`src/rtl/game_clock_if.sv`:
```
// Scoreboard-facing signal bundle for the game-clock controller: buttons in,
// display and status fields out.
interface game_clock_if;
  logic       btn_start;
  logic       btn_shot;
  logic       next_quarter;
  logic [3:0] time_min;
  logic [5:0] time_sec;
  logic [4:0] shot_sec;
  logic [2:0] quarter;
  logic       running;
  logic       buzzer;
  logic       game_over;

  modport master (
    output btn_start, btn_shot, next_quarter,
    input  time_min, time_sec, shot_sec, quarter, running, buzzer, game_over
  );

  modport slave (
    input  btn_start, btn_shot, next_quarter,
    output time_min, time_sec, shot_sec, quarter, running, buzzer, game_over
  );
endinterface

```
`src/rtl/game_clock_ctrl.sv`:
```
// Basketball game clock: 1 Hz prescaler, quarter/shot countdown, quarter sequencing, buzzer.
// Define SHOT_CLOCK_EN to build the 24 s shot clock; without it shot_sec is tied to 0.
//
// state    | meaning
// IDLE     | quarter loaded, clock stopped, waiting for start
// RUNNING  | prescaler counting, countdown active
// PAUSED   | stopped mid-quarter, prescaler fraction held
// QEND     | quarter time expired, waiting for next_quarter
// GOVER    | final quarter expired, only reset leaves
module game_clock_ctrl #(
  parameter int unsigned CLK_HZ       = 50000000,
  parameter int unsigned QUARTER_SEC  = 600,
  parameter int unsigned SHOT_SEC     = 24,
  parameter int unsigned NUM_QUARTERS = 4,
  parameter int unsigned BUZZ_CYCLES  = 100000000
) (
  input logic         clock_in,
  input logic         reset_n,
  game_clock_if.slave bus
);

  localparam int unsigned PW = (CLK_HZ > 1) ? $clog2(CLK_HZ) : 1;
  localparam int unsigned BW = $clog2(BUZZ_CYCLES + 1);

  localparam logic [PW-1:0] PRESC_MAX = PW'(CLK_HZ - 1);
  localparam logic [3:0]    Q_MIN     = 4'(QUARTER_SEC / 60);
  localparam logic [5:0]    Q_SEC     = 6'(QUARTER_SEC % 60);
  localparam logic [2:0]    NQ        = 3'(NUM_QUARTERS);
  localparam logic [BW-1:0] BUZZ_RLD  = BW'(BUZZ_CYCLES);

  typedef enum logic [2:0] {
    S_IDLE    = 3'd0,
    S_RUNNING = 3'd1,
    S_PAUSED  = 3'd2,
    S_QEND    = 3'd3,
    S_GOVER   = 3'd4
  } state_t;

  state_t        state_q, state_d;
  logic [PW-1:0] presc_q, presc_d;
  logic [3:0]    min_q, min_d;
  logic [5:0]    sec_q, sec_d;
  logic [2:0]    quarter_q, quarter_d;
  logic [BW-1:0] buzz_q, buzz_d;
  logic          running_q, running_d;
  logic          buzzer_q, buzzer_d;
  logic          game_over_q, game_over_d;

  logic tick;
  logic game_exp;
  logic shot_exp;
  logic start_ok;
  logic new_quarter;

  assign tick        = (state_q == S_RUNNING) && (presc_q == PRESC_MAX);
  // 0:01 is the last second; the <= also keeps a stray 0:00 from wrapping
  assign game_exp    = tick && (min_q == 4'd0) && (sec_q <= 6'd1);
  assign new_quarter = (state_q == S_QEND) && bus.next_quarter;

`ifdef SHOT_CLOCK_EN
  localparam logic [4:0] SHOT_RLD = 5'(SHOT_SEC);

  logic [4:0] shot_q, shot_d;
  logic       shot_reload;

  assign shot_reload = bus.btn_shot &&
                       (state_q inside {S_IDLE, S_RUNNING, S_PAUSED});
  assign shot_exp    = tick && !shot_reload && !game_exp && (shot_q == 5'd1);
  assign start_ok    = (shot_q != 5'd0);

  always_comb begin
    shot_d = shot_q;
    if (shot_reload || new_quarter) begin
      shot_d = SHOT_RLD;
    end else if (tick && (shot_q != 5'd0)) begin
      shot_d = shot_q - 5'd1;
    end
  end

  always_ff @(posedge clock_in) begin
    if (!reset_n) begin
      shot_q <= SHOT_RLD;
    end else begin
      shot_q <= shot_d;
    end
  end

  assign bus.shot_sec = shot_q;
`else
  logic unused_btn_shot;

  assign unused_btn_shot = bus.btn_shot;
  assign shot_exp        = 1'b0;
  assign start_ok        = 1'b1;
  assign bus.shot_sec    = 5'd0;
`endif

  always_ff @(posedge clock_in) begin
    if (!reset_n) begin
      state_q <= S_IDLE;
    end else begin
      state_q <= state_d;
    end
  end

  always_comb begin
    state_d = state_q;
    case (state_q)
      S_IDLE: begin
        if (bus.btn_start) state_d = S_RUNNING;
      end
      S_RUNNING: begin
        if (game_exp) begin
          state_d = (quarter_q < NQ) ? S_QEND : S_GOVER;
        end else if (shot_exp || bus.btn_start) begin
          state_d = S_PAUSED;
        end
      end
      S_PAUSED: begin
        if (bus.btn_start && start_ok) state_d = S_RUNNING;
      end
      S_QEND: begin
        if (bus.next_quarter) state_d = S_IDLE;
      end
      S_GOVER: begin
        state_d = S_GOVER;
      end
      default: begin
        state_d = S_IDLE;
      end
    endcase
  end

  always_comb begin
    running_d   = (state_d == S_RUNNING);
    game_over_d = (state_d == S_GOVER);
    buzzer_d    = (buzz_d != '0);
  end

  always_comb begin
    presc_d   = presc_q;
    min_d     = min_q;
    sec_d     = sec_q;
    quarter_d = quarter_q;
    buzz_d    = buzz_q;

    if (state_q == S_RUNNING) begin
      presc_d = tick ? '0 : presc_q + PW'(1);
    end

    if (tick) begin
      if (sec_q != 6'd0) begin
        sec_d = sec_q - 6'd1;
      end else if (min_q != 4'd0) begin
        min_d = min_q - 4'd1;
        sec_d = 6'd59;
      end
    end

    if (new_quarter) begin
      quarter_d = quarter_q + 3'd1;
      min_d     = Q_MIN;
      sec_d     = Q_SEC;
      presc_d   = '0;
    end

    // a fresh expiry retriggers the full pulse even if one is in progress
    if (game_exp || shot_exp) begin
      buzz_d = BUZZ_RLD;
    end else if (buzz_q != '0) begin
      buzz_d = buzz_q - BW'(1);
    end
  end

  always_ff @(posedge clock_in) begin
    if (!reset_n) begin
      presc_q     <= '0;
      min_q       <= Q_MIN;
      sec_q       <= Q_SEC;
      quarter_q   <= 3'd1;
      buzz_q      <= '0;
      running_q   <= 1'b0;
      buzzer_q    <= 1'b0;
      game_over_q <= 1'b0;
    end else begin
      presc_q     <= presc_d;
      min_q       <= min_d;
      sec_q       <= sec_d;
      quarter_q   <= quarter_d;
      buzz_q      <= buzz_d;
      running_q   <= running_d;
      buzzer_q    <= buzzer_d;
      game_over_q <= game_over_d;
    end
  end

  assign bus.time_min  = min_q;
  assign bus.time_sec  = sec_q;
  assign bus.quarter   = quarter_q;
  assign bus.running   = running_q;
  assign bus.buzzer    = buzzer_q;
  assign bus.game_over = game_over_q;

endmodule

```
`src/flat_wrapper.sv`:
```
// flat-port wrapper written by rule: the top's interface ports become plain ports
module game_clock_ctrl_flat 
#(
  parameter int unsigned CLK_HZ       = 50000000,
  parameter int unsigned QUARTER_SEC  = 600,
  parameter int unsigned SHOT_SEC     = 24,
  parameter int unsigned NUM_QUARTERS = 4,
  parameter int unsigned BUZZ_CYCLES  = 100000000
)
  (clock_in, reset_n, bus_btn_start, bus_btn_shot, bus_next_quarter, bus_time_min, bus_time_sec, bus_shot_sec, bus_quarter, bus_running, bus_buzzer, bus_game_over);
  game_clock_if bus_i ();
  input logic clock_in;
  input logic reset_n;
  input wire logic [$bits(bus_i.btn_start)-1:0] bus_btn_start;
  input wire logic [$bits(bus_i.btn_shot)-1:0] bus_btn_shot;
  input wire logic [$bits(bus_i.next_quarter)-1:0] bus_next_quarter;
  output wire logic [$bits(bus_i.time_min)-1:0] bus_time_min;
  output wire logic [$bits(bus_i.time_sec)-1:0] bus_time_sec;
  output wire logic [$bits(bus_i.shot_sec)-1:0] bus_shot_sec;
  output wire logic [$bits(bus_i.quarter)-1:0] bus_quarter;
  output wire logic [$bits(bus_i.running)-1:0] bus_running;
  output wire logic [$bits(bus_i.buzzer)-1:0] bus_buzzer;
  output wire logic [$bits(bus_i.game_over)-1:0] bus_game_over;
  assign bus_i.btn_start = bus_btn_start;
  assign bus_i.btn_shot = bus_btn_shot;
  assign bus_i.next_quarter = bus_next_quarter;
  assign bus_time_min = bus_i.time_min;
  assign bus_time_sec = bus_i.time_sec;
  assign bus_shot_sec = bus_i.shot_sec;
  assign bus_quarter = bus_i.quarter;
  assign bus_running = bus_i.running;
  assign bus_buzzer = bus_i.buzzer;
  assign bus_game_over = bus_i.game_over;
  game_clock_ctrl #(.CLK_HZ(CLK_HZ), .QUARTER_SEC(QUARTER_SEC), .SHOT_SEC(SHOT_SEC), .NUM_QUARTERS(NUM_QUARTERS), .BUZZ_CYCLES(BUZZ_CYCLES)) u_core (.clock_in(clock_in), .reset_n(reset_n), .bus(bus_i));
endmodule
```
`config.mk`:
```
export PLATFORM = sky130hd
export DESIGN_NAME = game_clock_ctrl_flat
export DESIGN_NICKNAME = d
export VERILOG_FILES = /design/src/rtl/game_clock_if.sv /design/src/rtl/game_clock_ctrl.sv /design/src/flat_wrapper.sv
export SDC_FILE = /design/constraint.sdc
export NUM_CORES = 1
export LEC_CHECK = 0
export ABC_AREA = 1
export BUFFER_PORTS_ARGS = -buffer_cell sky130_fd_sc_hd__buf_2
export CAP_MARGIN = 20
export CORE_UTILIZATION = 60
export CTS_CLUSTER_SIZE = 20
export DETAILED_ROUTE_END_ITERATION = 16
export GPL_TIMING_DRIVEN = 0
export PLACE_DENSITY = 0.79
export SLEW_MARGIN = 15
export SYNTH_ARGS = -nofsm -noshare
export SYNTH_HDL_FRONTEND = slang
export SYNTH_SLANG_ARGS = --single-unit
```
`constraint.sdc`:
```
create_clock -name clock_in -period 2.5 [get_ports clock_in]
set_input_delay 0.125 -clock clock_in [delete_from_list [all_inputs] [get_ports clock_in]]
set_output_delay 0.125 -clock clock_in [all_outputs]
set_load 0.02 [all_outputs]
```
==> results_tabular.tex, run 1 <==
\begin{tabular}{lr}
\hline
Metric & Value \\
\hline
\multicolumn{2}{l}{\textbf{STA}} \\
Final slew viol count & 0 \\
Slew @ Worst Pin & 0.590 ns \\
Period utilization & 90.9\% \\
Relative slew margins & between 60 and 70\% \\
Hold Vio Cnt, Final & 0 \\
Setup slack of the critical path after layout & 0.229 ns \\
RSZ-0062 raised after global routing & false \\
Post-layout min period & 2.27 ns \\
Setup TNS & 0 ns \\
Worst setup skew after layout & 0.00512 ns \\
Setup violators final & 0 \\
Highest clock frequency the design can meet & 440 MHz \\
\multicolumn{2}{l}{\textbf{Setup path}} \\
Critical Path Source Type & flop \\
FF-to-FF setup slack & 0.23 ns \\
Highest net fanout along the worst path & 6 \\
Data required, critical path & 2.71 ns \\
Critical Path AT & between 2 and 2.5 ns \\
Type of the worst setup path & reg2reg \\
Crit end category & flop \\
\multicolumn{2}{l}{\textbf{Yosys}} \\
Post-synthesis sequential element count & 72 \\
Post-synth top area share & 32.6\% \\
Biggest area contributors in the synthesized netlist & dfxtp\_1, nand2\_1, nor2\_1, inv\_1, nand3\_1 \\
Gate count after technology mapping & 656 \\
Multiplexer share of the synthesized area & 0\% \\
Part of the Yosys area used for sequential elements & 32.6\% \\
Synthesized-area fraction occupied by and/or/nand/nor cells & around 44\% \\
Cell area after synthesis & around 4400 µm² \\
Largest area contributor in the netlist & dfxtp\_1 \\
Dominant combinational cell family by area after synthesis & simple AND/OR/NAND/NOR gates \\
Synthesized-area fraction occupied by xor and xnor cells & less than 1\% \\
Count of warnings emitted by yosys & 0 \\
Number of library cell types mapped by synthesis & 43 \\
Post-synthesis adder-cell area fraction & 1.98\% \\
Share of the synthesized area in compound gates (AO/OA/AOI/OAI) & 11.2\% \\
Post-synthesis area per instance & 6.74 µm² \\
\multicolumn{2}{l}{\textbf{Clock tree}} \\
Clock edge transition at the registers on the reported setup and hold paths & 0.07 ns \\
Worst-skew pair later-pin latency & 0.34 ns \\
Setup fix buffers added after clock tree synthesis & 0 \\
Depth of the CTS H-tree & 3 \\
Clock tree from TritonCTS & done \\
Number of sinks on the clock net & 72 \\
Clk root buf & clkbuf\_8 \\
TritonCTS buffer count & 9 \\
Max Buffers Root-to-Sink & 2 \\
\multicolumn{2}{l}{\textbf{Placed design}} \\
GPL Wtd Cong & 0.949 \\
Worst slack at placement & 0.244 ns \\
Total placed cells including tap cells & 775 \\
Port buffer count & 19 \\
Detailed placement HPWL & 8.13 mm \\
\multicolumn{2}{l}{\textbf{Floorplanning}} \\
DIE HEIGHT & 87.8 µm \\
Width of the die & between 80 and 90 µm \\
Core Footprint & 6940 µm² \\
Number of rows created at floorplan & 30 \\
Initial Util & 63.7\% \\
Total die area & 7710 µm² \\
I/O pin count & 26 \\
\multicolumn{2}{l}{\textbf{Final layout}} \\
Finished Layout Cells & 790 \\
Final Core Density & roughly 70\% \\
Diodes inserted & 0 \\
Register cell area after layout & roughly 1400 µm² \\
Final net count & 702 \\
Area added between synthesis and finish & 10.0\% \\
Fraction of layout instances using a drive strength above 1 & between 10\% and 20\% \\
Area occupied by multi-input gates & about 2600 µm² \\
Fill cells & 641 \\
\multicolumn{2}{l}{\textbf{Power and ir drop}} \\
Power Density & 1330 nW/µm² \\
Total power & between 6000 and 7000 µW \\
P\_leak & 0.00212 µW \\
VDD IR max & 546 µV \\
\multicolumn{2}{l}{\textbf{Job}} \\
Maxcap violations & 0 \\
\multicolumn{2}{l}{\textbf{Route}} \\
Drt wl/cell & 13.4 µm \\
Number of search-and-repair iterations in the first detailed-routing pass & 5 \\
Number of violations reported at the end of detailed-routing iteration 0 & 258 \\
Vias per inst & about 5.5 \\
Drt total wl & roughly 11 mm \\
DRC violation count after routing & 0 \\
Number of routed nets with antenna violations & 0 \\
Vias & 4360 \\
\multicolumn{2}{l}{\textbf{Global route}} \\
Number of global-route vias before repair & 4135 \\
Met3 capacity usage during global routing & roughly 5.1\% \\
Met2 Track Usage GR & 52.8\% \\
Most used routing layer in global routing & met2 \\
GR met1 Demand/Resource & 34.2\% \\
Total grt overflow & 0 \\
Pin count of the biggest net entering global routing & 12 \\
Number of antenna violations at the first check in global routing & 0 \\
Global-route wire length before repair & 17.8 mm \\
Total routing usage reported by global routing & 29.8\% \\
\multicolumn{2}{l}{\textbf{Worst hold path}} \\
Hold Path Class & in2reg \\
\multicolumn{2}{l}{\textbf{Status}} \\
Run status & finished, final reports clean \\
\hline
\end{tabular}
## layout make-up
| cell class | instances | area share, % |
|---|---|---|
| plain buffers | 12 | 2.08 |
| clock buffers | 12 | 3.40 |
| repair buffers | 19 | 1.96 |
| well taps | 96 | 2.47 |
| inverters | 81 | 6.30 |
| clock inverters | 3 | 0.823 |
| multi-input cells | 495 | 53.3 |
| flip-flops and latches | 72 | 29.6 |
## cell usage in the layout, fill, tap and decap left out, drive strengths merged, types with 10 or more instances in the layout
cell / n
nand2: 161
nor2: 121
inv: 81
dfxtp: 72
nand3: 44
a21oi: 42
buf: 29
nor3: 26
o21ai: 22
nand4: 16
clkbuf: 14
nor4: 11
nand3b: 10
## worst max-delay path, cell delays in order, from the launching register on
cell,delay (ns)
dfxtp_1,0.35
inv_1,0.19
ha_1,0.32
inv_1,0.16
nor2_4,0.25
nand3b_1,0.13
nor2_1,0.12
nand2_1,0.06
nand3_1,0.11
nand2_1,0.06
nor2_1,0.13
nand3_1,0.08
nor2_1,0.16
nor2_1,0.06
## layer usage
metal,routed length (µm),up-vias
li1,-,2217
met1,4590,1986
met2,5180,129
met3,541,28
met4,288,0
met5,0,-
## logic make-up after synthesis
family / Yosys count
AO/OA/AOI/OAI: 86
other: 1
adder cells (fa/ha/maj): 7
flip-flops: 72
XOR/XNOR: 4
AND/OR/NAND/NOR: 393
buffers and inverters: 93
## cells in the mapped netlist (all sizes together)
cell type,count
inv,81
nand3,44
a21o,1
clkbuf,2
a211oi,5
or2,2
ha,7
and2,1
nor4,11
xor2,1
nor2,121
and3,1
a22oi,1
nand3b,10
nand2,161
nor3,26
conb,1
o21a,7
o211ai,2
nand4,16
o21ai,22
a21oi,42
a31oi,5
buf,10
dfxtp,72
xnor2,3
o21bai,1
## where the power goes
part	switching (µW)	internal (µW)	leakage (µW)	total, µW
logic	2640	1270	0.00143	3910
registers	238	1370	0.000584	1610
clock network	416	534	0.000108	950
## flip-flops by register name, indices dropped and copies added (netlist names)
signal                cells
u_core.bus.game_over      1
u_core.presc_q           26
u_core.buzz_q            27
u_core.bus.running        1
u_core.bus.time_min       4
u_core.bus.buzzer         1
u_core.bus.quarter        3
u_core.state_q            3
u_core.bus.time_sec       6
## path summary, 6_finish.rpt
path                        end  depth (start not counted)          startpoint
max           u_core.bus.buzzer                         13    u_core.buzz_q[0]
max reg2reg   u_core.bus.buzzer                         13    u_core.buzz_q[0]
min           u_core.state_q[1]                          3             reset_n
min reg2reg  u_core.presc_q[13]                          1  u_core.presc_q[13]
## metrics by stage
stage / instance area (µm²) / hold slack, ns
6_report: 4860 / 0.0715
5_1_grt: 4860 / 0.0897
4_1_cts: 4860 / 0.0617
3_5_place_dp: 4650 / 0.424
3_3_place_gp: 4650 / 0.420
2_1_floorplan: 4440 / 0.223
## repair_timing
item	in CTS	in global routing
hold buffers	0	0
resized for setup	0	2
endpoints found under the setup margin	0	1
No activity file was read; power rests on OpenSTA's default activity.
==> inputs of run 2 (changes only) <==
--- a/config.mk
+++ b/config.mk
@@ -12,7 +12,7 @@
 export CTS_CLUSTER_SIZE = 20
 export DETAILED_ROUTE_END_ITERATION = 16
 export GPL_TIMING_DRIVEN = 0
-export PLACE_DENSITY = 0.79
+export PLACE_DENSITY = 0.86
 export SLEW_MARGIN = 15
 export SYNTH_ARGS = -nofsm -noshare
 export SYNTH_HDL_FRONTEND = slang
==> run 2 against run 1 <==
  * Clock power rose by 2.3%
  * Final area barely moved
  * Hold slack got worse by 0.011 ns
  * Flip-flop and latch count did not move
  * Non-clock buffer count did not move
  * Die area did not move
  * Final cell count rose by 0.13%
  * Utilization barely moved
  * First-iteration DRC count rose by 35%
  * Register-to-register slack barely moved
  * Critical path type unchanged
  * Critical endpoint unchanged
  * Largest power group unchanged
  * Highest routed layer unchanged
==> results_tabular.tex, run 2 (synthesized netlist as in run 1, its figures left out) <==
\begin{tabular}{lr}
\hline
Metric & Value \\
\hline
\multicolumn{2}{l}{\textbf{Placed design}} \\
GPL Wtd Cong & 0.971 \\
Port buffer count & 19 \\
Detailed placement HPWL & 7.86 mm \\
Area after DPL & between 4000 and 5000 µm² \\
Total placed cells including tap cells & 775 \\
\multicolumn{2}{l}{\textbf{Final layout}} \\
Fill cells & 593 \\
Final net count & approximately 700 \\
Most common cell after layout, fill and taps aside & nand2\_1 \\
Reg with most FFs & u\_core.buzz\_q \\
Non-Filler Cell Area, Final & roughly 5000 µm² \\
Area added between synthesis and finish & 10.0\% \\
Area occupied by multi-input gates & roughly 2600 µm² \\
Diodes inserted & 0 \\
Fraction of layout instances using a drive strength above 1 & 15.4\% \\
Commonest cells after routing, fill and taps aside & nand2\_1, nor2\_1, dfxtp\_1 \\
Largest register FFs & 27 \\
Register cell area after layout & 1440 µm² \\
Finished Layout Cells & 791 \\
\multicolumn{2}{l}{\textbf{STA}} \\
Post-layout min period & 2.27 ns \\
Setup violators final & 0 \\
Hold Vio Cnt, Final & 0 \\
Final slew viol count & 0 \\
RSZ-0062 raised after global routing & false \\
Highest clock frequency the design can meet & 441 MHz \\
Relative slew margins & 62.1\% \\
Setup TNS & 0 ns \\
Worst setup skew after layout & about 0.011 ns \\
Period utilization & between 90\% and 100\% \\
Hold slack & 0.0605 ns \\
Slew @ Worst Pin & between 0.5 and 0.6 ns \\
\multicolumn{2}{l}{\textbf{Route}} \\
Number of search-and-repair iterations in the first detailed-routing pass & 5 \\
Vias per inst & 5.63 \\
Number of violations reported at the end of detailed-routing iteration 0 & 349 \\
Drt total wl & about 11 mm \\
DRC violation count after routing & 0 \\
Drt wl/cell & 13.5 µm \\
Number of routed nets with antenna violations & 0 \\
Vias & 4452 \\
\multicolumn{2}{l}{\textbf{Job}} \\
Maxcap violations & 0 \\
\multicolumn{2}{l}{\textbf{Power and ir drop}} \\
Power Density & 1330 nW/µm² \\
P\_leak & 0.00211 µW \\
VDD IR max & 605 µV \\
\multicolumn{2}{l}{\textbf{Clock tree}} \\
Number of sinks on the clock net & a little over 70 \\
Depth of the CTS H-tree & 3 \\
Clk root buf & clkbuf\_8 \\
Max Buffers Root-to-Sink & 2 \\
Clock edge transition at the registers on the reported setup and hold paths & 0.08 ns \\
Setup fix buffers added after clock tree synthesis & 0 \\
Clock tree from TritonCTS & done \\
Worst-skew pair later-pin latency & 0.36 ns \\
TritonCTS buffer count & 9 \\
\multicolumn{2}{l}{\textbf{Floorplanning}} \\
Width of the die & 87.8 µm \\
DIE HEIGHT & about 88 µm \\
I/O pin count & 26 \\
Total die area & 7710 µm² \\
Number of rows created at floorplan & 30 \\
Initial Util & a little under two thirds \\
Core Footprint & 6940 µm² \\
\multicolumn{2}{l}{\textbf{Setup path}} \\
Cells along the critical path & inv\_1 > ha\_1 > inv\_1 > nor2\_4 > nand3b\_1 > nor2\_1 > nand2\_1 > nand3\_1 > nand2\_1 > nor2\_1 > nand3\_1 > nor2\_1 > nor2\_1 \\
Critical Path Source Type & flop \\
Most repeated library cell on the critical path & nor2\_1 \\
Buffering stage count on the worst path with inverters included & 2 \\
Dominant delay contributor by cell family on the critical path & simple AND/OR/NAND/NOR gates \\
Type of the worst setup path & reg2reg \\
Max incr delay on CP & 0.35 ns \\
Crit end category & flop \\
Data required, critical path & 2.73 ns \\
Highest net fanout along the worst path & 6 \\
Critical Path AT & 2.49 ns \\
Slowest cell on crit path & dfxtp\_1 \\
\multicolumn{2}{l}{\textbf{Global route}} \\
Total grt overflow & 0 \\
Number of antenna violations at the first check in global routing & 0 \\
Total routing usage reported by global routing & around 30\% \\
Pin count of the biggest net entering global routing & 13 \\
Global-route wire length before repair & $\sim$18 mm \\
Number of global-route vias before repair & approximately 4.2k \\
\multicolumn{2}{l}{\textbf{Status}} \\
Run status & finished, final reports clean \\
\multicolumn{2}{l}{\textbf{Worst hold path}} \\
Hold Path Class & in2reg \\
\hline
\end{tabular}
[run 2: changes by cell type in the layout (fill, tap and decap cells not counted)]
cell and change:
clkbuf_8 -1, clkinvlp_4 +2
[run 2: layout make-up]
type	count	area share, %
sequential	72	29.6
multi-input combinational	495	53.3
timing repair buffer	19	1.95
buffer	12	2.08
clock buffer	11	3.11
tap	96	2.47
clock inverter	5	1.13
inverter	81	6.30
[run 2: metrics by stage]
step,util [%],worst slack [ns],total power [µW]
final,70.1,0.234,6480
after global routing,70.1,0.0178,7020
after CTS,69.9,0.192,6360
after detailed placement,67.0,0.205,5360
after global placement,67.0,0.227,5270
after floorplan,-,0.614,4620
[run 2: what timing repair did]
action | 4_1_cts | 5_1_grt
gates resized for setup | 0 | 2
hold buffers | 0 | 0
endpoints found under the setup margin | 0 | 1
[run 2: power by group]
group          switching (µW)  internal [µW]
Sequential                233           1370
Clock                     460            512
Combinational            2640           1270
[run 2: worst paths after layout]
kind	startpoint	cells after the start	to	slack [ns]
min	reset_n	3	u_core.state_q[1]	0.06
max reg2reg	u_core.buzz_q[0]	13	u_core.bus.buzzer	0.23
min reg2reg	u_core.presc_q[1]	2	u_core.presc_q[1]	0.49
max	u_core.buzz_q[0]	13	u_core.bus.buzzer	0.23
[run 2: worst reg2reg max path: stages (launching register included)]
cell,delay [ns]
dfxtp_1,0.35
inv_1,0.19
ha_1,0.33
inv_1,0.15
nor2_4,0.24
nand3b_1,0.13
nor2_1,0.11
nand2_1,0.05
nand3_1,0.10
nand2_1,0.07
nor2_1,0.12
nand3_1,0.11
nor2_1,0.14
nor2_1,0.05
[run 2: layer usage]
metal / vias to the layer above / global-route usage (%) / routed length, µm
met4: 0 / 17.7 / 360
met5: - / 0 / 0
met1: 1998 / 34.9 / 4280
met2: 198 / 51.7 / 5270
li1: 2219 / - / -
met3: 37 / 5.28 / 742
==> inputs of run 3 (changes only) <==
--- a/config.mk
+++ b/config.mk
@@ -5,7 +5,6 @@
 export SDC_FILE = /design/constraint.sdc
 export NUM_CORES = 1
 export LEC_CHECK = 0
-export ABC_AREA = 1
 export BUFFER_PORTS_ARGS = -buffer_cell sky130_fd_sc_hd__buf_2
 export CAP_MARGIN = 20
 export CORE_UTILIZATION = 60
==> run 3 against run 2 <==
  * The flow now finishes with violations (setup timing)
  * Sequential power decreased by 8%
  * Highest routed layer unchanged
  * Routed wire length decreased by 10%
  * Setup slack got worse by 0.32 ns
  * Synthesized area decreased by 20%
  * Utilization increased by 8.3 points
  * Sequential share of layout area increased by 3.8 points
  * Flip-flop and latch count unchanged
  * Register-to-register slack got worse by 0.32 ns
==> results_tabular.tex, run 3 <==
\begin{tabular}{lr}
\hline
Metric & Value \\
\hline
\multicolumn{2}{l}{\textbf{Yosys}} \\
Cell area after synthesis & 3520 µm² \\
Count of warnings emitted by yosys & 0 \\
Leading register cell type out of synthesis & dfxtp\_1 \\
Most common cell in the synthesized netlist & dfxtp\_1 \\
Post-synth top area share & 40.9\% \\
Number of library cell types mapped by synthesis & 56 \\
Biggest area contributors in the synthesized netlist & dfxtp\_1, nor2\_1, xor2\_1, xnor2\_1, nand3\_1 \\
Part of the Yosys area used for sequential elements & 40.9\% \\
Multiplexer share of the synthesized area & 0.284\% \\
Synthesized-area fraction occupied by xor and xnor cells & 12.2\% \\
Gate count after technology mapping & 421 \\
Post-synthesis area per instance & 8.36 µm² \\
Post-synthesis sequential element count & just over 70 \\
Post-synth ARST share & 0\% \\
Largest area contributor in the netlist & dfxtp\_1 \\
Top cells by instance count after synthesis & dfxtp\_1, nor2\_1, nand2\_1, xor2\_1, nand3\_1 \\
Post-synthesis adder-cell area fraction & 2.49\% \\
Share of the synthesized area in compound gates (AO/OA/AOI/OAI) & under 10\% \\
Dominant combinational cell family by area after synthesis & simple AND/OR/NAND/NOR gates \\
Count of flip-flops with a built-in enable after synthesis & 0 \\
Synthesized-area fraction occupied by and/or/nand/nor cells & 30.5\% \\
\multicolumn{2}{l}{\textbf{Clock tree}} \\
Number of sinks on the clock net & 72 \\
Worst-skew pair later-pin latency & $\sim$0.36 ns \\
Clk root buf & clkbuf\_8 \\
Max Buffers Root-to-Sink & 2 \\
Clock edge transition at the registers on the reported setup and hold paths & 0.08 ns \\
Depth of the CTS H-tree & 3 \\
Total of hold buffers inserted after clock tree synthesis & 0 \\
Clock tree from TritonCTS & done \\
TritonCTS buffer count & 9 \\
\multicolumn{2}{l}{\textbf{Placed design}} \\
Total placed cells including tap cells & 515 \\
Detailed placement HPWL & between 5 and 6 mm \\
GPL Wtd Cong & 0.981 \\
Area after DPL & 3780 µm² \\
Port buffer count & 18 \\
\multicolumn{2}{l}{\textbf{Setup path}} \\
Cells along the critical path & or3\_4 > or4\_4 > buf\_4 > nor3\_4 > nor3\_2 > xnor2\_1 > nand4b\_1 > o41a\_1 \\
Type of the worst setup path & reg2reg \\
Max incr delay on CP & 0.43 ns \\
Crit end category & flop \\
Highest net fanout along the worst path & 6 \\
Slowest cell on crit path & or4\_4 \\
Data required, critical path & 2.74 ns \\
Critical Path AT & 2.82 ns \\
Critical Path Source Type & flop \\
\multicolumn{2}{l}{\textbf{Final layout}} \\
Reg with most FFs & u\_core.buzz\_q \\
Most common cell after layout, fill and taps aside & nor2\_1 \\
Fraction of layout instances using a drive strength above 1 & 25.2\% \\
Commonest cells after routing, fill and taps aside & nor2\_1, dfxtp\_1, buf\_4 \\
Fill cells & roughly 360 \\
Final Core Density & between 70\% and 80\% \\
Area occupied by multi-input gates & 2170 µm² \\
Register cell area after layout & 1460 µm² \\
Non-Filler Cell Area, Final & 4370 µm² \\
Diodes inserted & 0 \\
Finished Layout Cells & 556 \\
Area added between synthesis and finish & 24.0\% \\
Final net count & 491 \\
Largest register FFs & 27 \\
\multicolumn{2}{l}{\textbf{Route}} \\
Number of violations reported at the end of detailed-routing iteration 0 & 332 \\
Number of routed nets with antenna violations & 0 \\
Number of search-and-repair iterations in the first detailed-routing pass & 5 \\
Vias & between 3k and 4k \\
DRC violation count after routing & 0 \\
Drt total wl & $\sim$9.6 mm \\
Drt wl/cell & roughly 17 µm \\
Vias per inst & 6.24 \\
\multicolumn{2}{l}{\textbf{Status}} \\
Run status & finished with violations \\
Violated checks & setup timing \\
\multicolumn{2}{l}{\textbf{STA}} \\
Post-layout min period & $\sim$2.6 ns \\
RSZ-0062 raised after global routing & true \\
Final slew viol count & 0 \\
Setup slack of the critical path after layout & -0.0839 ns \\
Period utilization & 103\% \\
Slew @ Worst Pin & 0.599 ns \\
Hold slack & 0.129 ns \\
Relative slew margins & 59.8\% \\
Worst setup skew after layout & around 0.016 ns \\
Highest clock frequency the design can meet & just under 400 MHz \\
Hold Vio Cnt, Final & 0 \\
Setup TNS & -0.101 ns \\
Setup violators final & 2 \\
\multicolumn{2}{l}{\textbf{Global route}} \\
Total routing usage reported by global routing & a little under a third \\
Number of antenna violations at the first check in global routing & 0 \\
Global-route wire length before repair & 14.7 mm \\
Pin count of the biggest net entering global routing & 13 \\
Total grt overflow & 0 \\
Number of global-route vias before repair & about 3.2k \\
\multicolumn{2}{l}{\textbf{Floorplanning}} \\
Core Footprint & 5570 µm² \\
DIE HEIGHT & about 80 µm \\
Initial Util & between 60\% and 70\% \\
Width of the die & 78.6 µm \\
Total die area & 6180 µm² \\
I/O pin count & 26 \\
Number of rows created at floorplan & 27 \\
\multicolumn{2}{l}{\textbf{Power and ir drop}} \\
VDD IR max & 623 µV \\
Power Density & 998 nW/µm² \\
P\_leak & between 0.0015 and 0.002 µW \\
\multicolumn{2}{l}{\textbf{Worst hold path}} \\
Hold Path Class & in2reg \\
\multicolumn{2}{l}{\textbf{Job}} \\
Maxcap violations & 0 \\
\hline
\end{tabular}
-- run 3: changes by cell type in the layout (fill, tap and decap cells not counted), sizes merged, moves of 11 or more --
cell / previous run / this run
buf: 29 / 52
nor2: 121 / 65
a21oi: 42 / 19
xor2: 1 / 26
nand3: 44 / 24
inv: 81 / 13
o21ai: 22 / 11
nand2: 161 / 28
xnor2: 3 / 23
-- run 3: metrics by stage --
stage                     total power (µW)  worst slack, ns
after floorplan                       2530           0.0179
after global placement                2770           -0.273
after detailed placement              2830           -0.382
after CTS                             4010          -0.0870
after global routing                  4540           -0.182
final                                 4360          -0.0839
-- run 3: final cells by class --
type	count	share of cell area (%)
inverters	14	1.20
clock inverters	5	1.26
multi-input cells	322	49.7
plain buffers	15	2.09
clock buffers	11	3.47
flip-flops and latches	72	33.4
repair buffers	45	6.79
well taps	72	2.06
-- run 3: where the power goes --
part           switching, µW  internal (µW)
Clock                    461            512
Combinational           1040            856
Sequential               198           1290
-- run 3: kinds of logic (layout without fill, tap and decap cells) --
| logic type | count (synthesis) | in the layout |
|---|---|---|
| AND/OR/NAND/NOR | 208 | 208 |
| flip-flops | 72 | 72 |
| AO/OA/AOI/OAI | 52 | 52 |
| XOR/XNOR | 49 | 49 |
| buffers and inverters | 31 | 90 |
| adder cells (fa/ha/maj) | 7 | 7 |
| other | 1 | 5 |
| multiplexers | 1 | 1 |
-- run 3: path summary, 6_finish.rpt --
check	start	to	slack, ns	cells past startpoint
max	u_core.buzz_q[22]	u_core.bus.buzzer	-0.08	8
min	reset_n	u_core.bus.quarter[0]	0.13	2
max reg2reg	u_core.buzz_q[22]	u_core.bus.buzzer	-0.08	8
min reg2reg	u_core.presc_q[19]	u_core.presc_q[19]	0.52	2
-- run 3: per-layer routing --
metal  GRT usage [%]  vias to the layer above  wire length, µm
met5               0                        -                0
met4            19.3                        0              464
met3            5.23                       61              611
met2            55.1                      176             4760
met1            33.1                     1649             3730
li1                -                     1582                -
-- run 3: critical path: cells and delay by family, from the launching register on --
kind	cells	cell delay (ns)
xor gates and xnor gates	1	0.24
and+or+nand+nor	5	1.31
AOI/OAI and AO/OA	1	0.43
DFF	1	0.33
buffers and inverters	1	0.16
-- run 3: what timing repair did --
item	4_1_cts	5_1_grt
setup endpoints to repair	44	46
setup buffers	16	11
resized for setup	24	27
pin swaps	9	17
